**config.mk**
```make
export PLATFORM = sky130hd
export DESIGN_NAME = moravec_scan_sequencer
export DESIGN_NICKNAME = d
export VERILOG_FILES = /design/src/rtl/moravec_scan_sequencer.sv
export SDC_FILE = /design/constraint.sdc
export NUM_CORES = 1
export LEC_CHECK = 0
export BUFFER_PORTS_ARGS = -buffer_cell sky130_fd_sc_hd__buf_4
export CORE_ASPECT_RATIO = 0.5
export CORE_MARGIN = 2
export CORE_UTILIZATION = 40
export CTS_CLUSTER_DIAMETER = 60
export DETAILED_ROUTE_END_ITERATION = 10
export PLACE_DENSITY = 0.61
export SYNTH_ARGS = -nofsm -noshare
export SYNTH_HDL_FRONTEND = slang
export SYNTH_SLANG_ARGS = --single-unit
```
**constraint.sdc**
```tcl
create_clock -name clk -period 4.5 [get_ports clk]
set_clock_uncertainty 0.05 [all_clocks]
set_input_delay 1.125 -clock clk [delete_from_list [all_inputs] [get_ports clk]]
set_output_delay 1.125 -clock clk [all_outputs]
set_load 0.01 [all_outputs]
```
**src/rtl/moravec_scan_sequencer.sv**
```systemverilog
// Load/scan controller for an N x N alternate-edge-write image RAM. Streams an image in, then
// scores every interior pixel with a single-pixel Moravec window and emits one corner flag each.
module moravec_scan_sequencer #(
    parameter int unsigned N       = 8,
    parameter int unsigned PIXEL_W = 8,
    parameter int unsigned ADDR_W  = 7,
    parameter int unsigned THRESH  = 100
) (
    input  logic               clk,
    input  logic               rst,
    input  logic               start,
    input  logic               pix_valid,
    input  logic [PIXEL_W-1:0] pix_data,
    output logic               pix_ready,
    output logic               ram_we,
    output logic               ram_harris_bit,
    output logic [ADDR_W-1:0]  ram_primary_address,
    output logic [ADDR_W-1:0]  ram_dual_address,
    output logic [PIXEL_W-1:0] ram_data_in,
    input  logic [PIXEL_W-1:0] ram_primary_output,
    input  logic [PIXEL_W-1:0] ram_dual_output,
    output logic               corner_we,
    output logic [ADDR_W-1:0]  corner_addr,
    output logic               corner_bit,
    output logic [ADDR_W-1:0]  corner_count,
    output logic               busy,
    output logic               done
);

    localparam int unsigned SqW = 2 * PIXEL_W;
    localparam logic [SqW-1:0]    Thresh  = SqW'(THRESH);
    localparam logic [ADDR_W-1:0] LastIdx = ADDR_W'(N * N - 1);
    localparam logic [ADDR_W-1:0] LastRc  = ADDR_W'(N - 2);
    localparam logic [ADDR_W-1:0] RowStep = ADDR_W'(N);
    localparam logic [ADDR_W-1:0] One     = ADDR_W'(1);

    typedef enum logic [2:0] {
        StIdle, StLoad, StRdE, StRdS, StRdSe, StRdSw, StDecide, StDone
    } state_e;

    state_e              state_q, state_d;
    logic [ADDR_W-1:0]   load_idx_q, load_idx_d;
    logic                hold_q, hold_d;
    logic [PIXEL_W-1:0]  data_q, data_d;
    logic [ADDR_W-1:0]   r_q, r_d, c_q, c_d;
    logic [SqW-1:0]      min_sq_q, min_sq_d;
    logic [ADDR_W-1:0]   corner_addr_q, corner_addr_d;
    logic                corner_bit_q, corner_bit_d;
    logic [ADDR_W-1:0]   corner_count_q, corner_count_d;

    logic [ADDR_W-1:0]   pix_addr;
    logic [PIXEL_W-1:0]  diff;
    logic [SqW-1:0]      sq, min_next;

    always_ff @(posedge clk or posedge rst) begin
        if (rst) begin
            state_q        <= StIdle;
            load_idx_q     <= '0;
            hold_q         <= 1'b0;
            data_q         <= '0;
            r_q            <= '0;
            c_q            <= '0;
            min_sq_q       <= '0;
            corner_addr_q  <= '0;
            corner_bit_q   <= 1'b0;
            corner_count_q <= '0;
        end else begin
            state_q        <= state_d;
            load_idx_q     <= load_idx_d;
            hold_q         <= hold_d;
            data_q         <= data_d;
            r_q            <= r_d;
            c_q            <= c_d;
            min_sq_q       <= min_sq_d;
            corner_addr_q  <= corner_addr_d;
            corner_bit_q   <= corner_bit_d;
            corner_count_q <= corner_count_d;
        end
    end

    always_comb begin
        pix_addr = r_q * RowStep + c_q;
        diff     = (ram_primary_output > ram_dual_output) ? ram_primary_output - ram_dual_output
                                                          : ram_dual_output - ram_primary_output;
        sq       = SqW'(diff) * SqW'(diff);
        min_next = (sq < min_sq_q) ? sq : min_sq_q;
    end

    always_comb begin
        state_d             = state_q;
        load_idx_d          = load_idx_q;
        hold_d              = hold_q;
        data_d              = data_q;
        r_d                 = r_q;
        c_d                 = c_q;
        min_sq_d            = min_sq_q;
        corner_addr_d       = corner_addr_q;
        corner_bit_d        = corner_bit_q;
        corner_count_d      = corner_count_q;
        pix_ready           = 1'b0;
        ram_we              = 1'b0;
        ram_primary_address = '0;
        ram_dual_address    = '0;
        ram_data_in         = data_q;

        unique case (state_q)
            StIdle: begin
                if (start) begin
                    state_d        = StLoad;
                    load_idx_d     = '0;
                    hold_d         = 1'b0;
                    corner_count_d = '0;
                end
            end
            StLoad: begin
                // Each write spans the accept cycle plus the hold cycle: two edges with identical
                // we/address/data, so exactly one lands on the RAM's accepting phase.
                ram_primary_address = load_idx_q;
                if (!hold_q) begin
                    pix_ready   = 1'b1;
                    ram_data_in = pix_data;
                    if (pix_valid) begin
                        ram_we = 1'b1;
                        data_d = pix_data;
                        hold_d = 1'b1;
                    end
                end else begin
                    ram_we = 1'b1;
                    hold_d = 1'b0;
                    if (load_idx_q == LastIdx) begin
                        state_d  = StRdE;
                        r_d      = One;
                        c_d      = One;
                        min_sq_d = '1;
                    end else begin
                        load_idx_d = load_idx_q + One;
                    end
                end
            end
            StRdE: begin
                ram_primary_address = pix_addr;
                ram_dual_address    = pix_addr + One;
                min_sq_d            = min_next;
                state_d             = StRdS;
            end
            StRdS: begin
                ram_primary_address = pix_addr;
                ram_dual_address    = pix_addr + RowStep;
                min_sq_d            = min_next;
                state_d             = StRdSe;
            end
            StRdSe: begin
                ram_primary_address = pix_addr;
                ram_dual_address    = pix_addr + RowStep + One;
                min_sq_d            = min_next;
                state_d             = StRdSw;
            end
            StRdSw: begin
                // Final minimum is known here, so the strobe data is registered for DECIDE.
                ram_primary_address = pix_addr;
                ram_dual_address    = pix_addr + RowStep - One;
                min_sq_d            = min_next;
                corner_addr_d       = pix_addr;
                corner_bit_d        = (min_next > Thresh);
                if (min_next > Thresh) begin
                    corner_count_d = corner_count_q + One;
                end
                state_d = StDecide;
            end
            StDecide: begin
                if (c_q == LastRc) begin
                    c_d = One;
                    if (r_q == LastRc) begin
                        state_d = StDone;
                    end else begin
                        r_d      = r_q + One;
                        state_d  = StRdE;
                        min_sq_d = '1;
                    end
                end else begin
                    c_d      = c_q + One;
                    state_d  = StRdE;
                    min_sq_d = '1;
                end
            end
            StDone: begin
                state_d = StIdle;
            end
            default: begin
                state_d = StIdle;
            end
        endcase
    end

    assign ram_harris_bit = 1'b0;
    assign corner_we      = (state_q == StDecide);
    assign corner_addr    = corner_addr_q;
    assign corner_bit     = corner_bit_q;
    assign corner_count   = corner_count_q;
    assign busy           = (state_q != StIdle);
    assign done           = (state_q == StDone);

endmodule

```
==> metrics.json <==
{
  "status": {
    "outcome": "finished, violations left",
    "failed_checks": "setup timing"
  },
  "sta": {
    "max_slew_headroom_at_the_worst_pin": 0.440,
    "finalWorstSetupSlack_ns": -3.91,
    "final-hold-violation-count": 0,
    "grt_setup_unrepaired": "yes",
    "final.min_clock_period_ns": 8.41,
    "timing.fmax_mhz": 119,
    "worst_pin_slew_ns": 0.837,
    "final_max_slew_viols": 0,
    "layout_worst_path_cycle_share": 1.87,
    "final.hold.worst_slack_ns": 0.433,
    "report.final.setup_viol": 24
  },
  "synth": {
    "synth_warnings": 0,
    "synthDominantAreaCellType": "sky130_fd_sc_hd__dfrtp_1",
    "synth.top_cells.by_count": "sky130_fd_sc_hd__inv_1 (101), sky130_fd_sc_hd__ha_1 (77), sky130_fd_sc_hd__nor2_1 (74)",
    "synth.avg_cell_area_sq_um": 8.68,
    "synth-edff-count": 0,
    "synth_largest_type_area_fraction": 0.248,
    "netlist_top_cells_area": "sky130_fd_sc_hd__dfrtp_1 (25%), sky130_fd_sc_hd__ha_1 (15%), sky130_fd_sc_hd__fa_1 (9.0%)",
    "asyncSetResetFlopFracSynth": 1.00,
    "synth_flop_cell": "sky130_fd_sc_hd__dfrtp_1",
    "synth.distinct_cells": 66,
    "synth_nets": 879,
    "synth_seq_area_share": 0.248,
    "syn-instance-count": 745,
    "post_synth_instance_area_sq_mm": 0.00646,
    "yosysMostFrequentCell": "sky130_fd_sc_hd__inv_1",
    "postSynthRegisterBits": 64
  },
  "floorplan": {
    "initial_utilization": 0.414,
    "floorplan.die_area_sq_mm": 0.0173,
    "design.portCount": 71,
    "core.rowCount": 32,
    "chipWidth_um": 184,
    "core_region_area_sq_mm": 0.0156,
    "die_h_um": 93.9
  },
  "layout": {
    "num_antenna_cells": 0,
    "syn_to_final_growth_pct": 35.2,
    "share_of_cells_above_drive_strength_1": 0.311,
    "postLayoutCellArea_sq_mm": 0.00874,
    "multiInputGateArea_sq_mm": 0.00461,
    "regArea_sq_mm": 0.00160,
    "finalNetCount": 1072,
    "number_of_inserted_filler_cells_in_the_final_layout": 1403
  },
  "worst_hold_path": {
    "timing.hold.worst.class": "flop to flop",
    "timing.hold.worst_endpoint": "corner_addr[1]",
    "worstHoldStart": "corner_addr[1]",
    "timing.hold.worst_path_depth": 2
  },
  "flow_run": {
    "drv_cap": 0
  },
  "worst_setup_path": {
    "worst-endpoint-required_ns": 4.67,
    "worst-r2r-setup-slack_ns": 1.24,
    "worstPathBufferInverterCount": 7,
    "crit_family": "adder cells",
    "critical_path.max_fanout": 5,
    "crit_path_start": "ram_primary_output[0]",
    "regToRegEndpoint": "r_q[6]",
    "depth_of_the_worst_register_to_register_path": 10,
    "cpMostUsedCell": "sky130_fd_sc_hd__fa_1",
    "crit_path_max_incr_delay_ns": 0.51,
    "critical_path.reg2reg.startpoint": "c_q[0]",
    "cp_data_arrival_time_ns": 8.58,
    "critical_path.endpoint_type": "flop",
    "cp_slowest_cell": "sky130_fd_sc_hd__fa_1",
    "critical_path.startpoint_type": "primary input",
    "timing.setup.critical_path_class": "primary input to flop"
  },
  "route": {
    "detailroute.via_count": 5893,
    "routedWlPerCell_um": 14.1,
    "drc": 0,
    "drt_pass1_iterations": 5,
    "detail-route-antenna-nets": 0,
    "finalWirelength_um": 16200,
    "initialDrtViolationCount": 258,
    "vias_per_cell": 5.14
  },
  "clocking": {
    "cts_buffers": 9,
    "cts_num_sinks": 64,
    "clk_pin_slew_worst_paths_ns": 0.06,
    "cts.path.max_buffers": 2,
    "number_of_levels_in_the_clock_h_tree": 3,
    "cts_tree": "built",
    "ctsRootBufferMaster": "sky130_fd_sc_hd__clkbuf_16",
    "clock_insertion_delay_worst_skew_ns": 0.33
  },
  "placement": {
    "dpl_worst_slack_ns": -4.62,
    "portBuffers": 69,
    "placed_cell_area_sq_mm": 0.00810,
    "gp_routability_congestion": 0.882,
    "detailed_place_hpwl_um": 12500
  },
  "global_route": {
    "grt_use_total": 0.202,
    "grt_overflow": 0,
    "grt_start_max_net_pins": 38,
    "antenna_violations_before_repair": 0,
    "grt_first_pass_wirelength_um": 28500,
    "first_global_vias": 5947
  }
}
## cells in the final DEF (no fill, tap or decap), types with 15 or more instances in the layout
cell,instances
sky130_fd_sc_hd__a21o_1,16
sky130_fd_sc_hd__a21oi_1,30
sky130_fd_sc_hd__buf_4,191
sky130_fd_sc_hd__dfrtp_1,64
sky130_fd_sc_hd__fa_1,28
sky130_fd_sc_hd__ha_1,72
sky130_fd_sc_hd__inv_1,93
sky130_fd_sc_hd__mux2_2,17
sky130_fd_sc_hd__nand2_1,56
sky130_fd_sc_hd__nand3_1,23
sky130_fd_sc_hd__nor2_1,70
sky130_fd_sc_hd__o21ai_0,35
sky130_fd_sc_hd__xnor2_1,28
sky130_fd_sc_hd__xor2_1,15
## registers in the layout, summed over array words and instances (netlist names)
register and count:
state_q 3, hold_q 1, data_q 8, corner_count 7, r_q 7, corner_bit 1
corner_addr 7, load_idx_q 7, min_sq_q 16, c_q 7
## layer usage
layer | share of wire | vias up | global-route usage | wire length [um]
met4 | 0.011 | 0 | 0.0560 | 178
met1 | 0.48 | 2842 | 0.267 | 7820
met2 | 0.48 | 95 | 0.355 | 7770
li1 | - | 2941 | - | -
met5 | 0 | - | 0 | 0
met3 | 0.026 | 15 | 0.0178 | 423
## cell type report
type	count	share of cell area
multi-input combinational	562	0.527
sequential	64	0.183
timing repair buffer	199	0.175
inverter	102	0.0458
tap	204	0.0292
clock buffer	10	0.0273
clock inverter	6	0.0132
## worst register-to-register path: cells and delay by family (launching register included)
family	cells	cell delay (ns)
and+or+nand+nor	7	2.11
xor gates and xnor gates	1	0.14
buffers and inverters	1	0.19
DFF	1	0.48
adders and majority gates	1	0.16
## logic make-up after synthesis
group                      share of synthesized area
AOI/OAI and AO/OA                              0.155
DFF                                            0.248
muxes                                         0.0488
and+or+nand+nor                                0.173
adders and majority gates                      0.239
buffers and inverters                         0.0726
other                                       0.000580
xor gates and xnor gates                      0.0635
## how the worst max path moves through the flow
stage                 end  slack (ns)  depth (start not counted)
2_1_floorplan  corner_bit       -4.39                         35
3_3_place_gp   corner_bit       -4.44                         36
3_5_place_dp   corner_bit       -4.62                         36
4_1_cts        corner_bit       -3.87                         36
5_1_grt        corner_bit       -4.29                         38
6_report       corner_bit       -3.91                         36
## timing repair
action	4_1_cts	5_1_grt
cloned	1	0
pin swaps	27	16
hold buffers	0	0
resized for setup	33	15
buffers inserted	8	9
hold endpoints to repair	0	0
endpoints found under the setup margin	24	24
## per-stage QoR
stage | cells | setup TNS [ns] | utilization
after floorplan | 745 | -96.35 | -
final | 1147 | -89.36 | 0.560
after detailed placement | 1115 | -104.84 | 0.519
after global placement | 1115 | -100.79 | 0.519
after CTS | 1139 | -89.37 | 0.552
after global routing | 1147 | -97.61 | 0.560
Power is left out: the tool's default activity adds up to more than one toggle a clock period on the data nets, which glitch-free logic cannot reach.
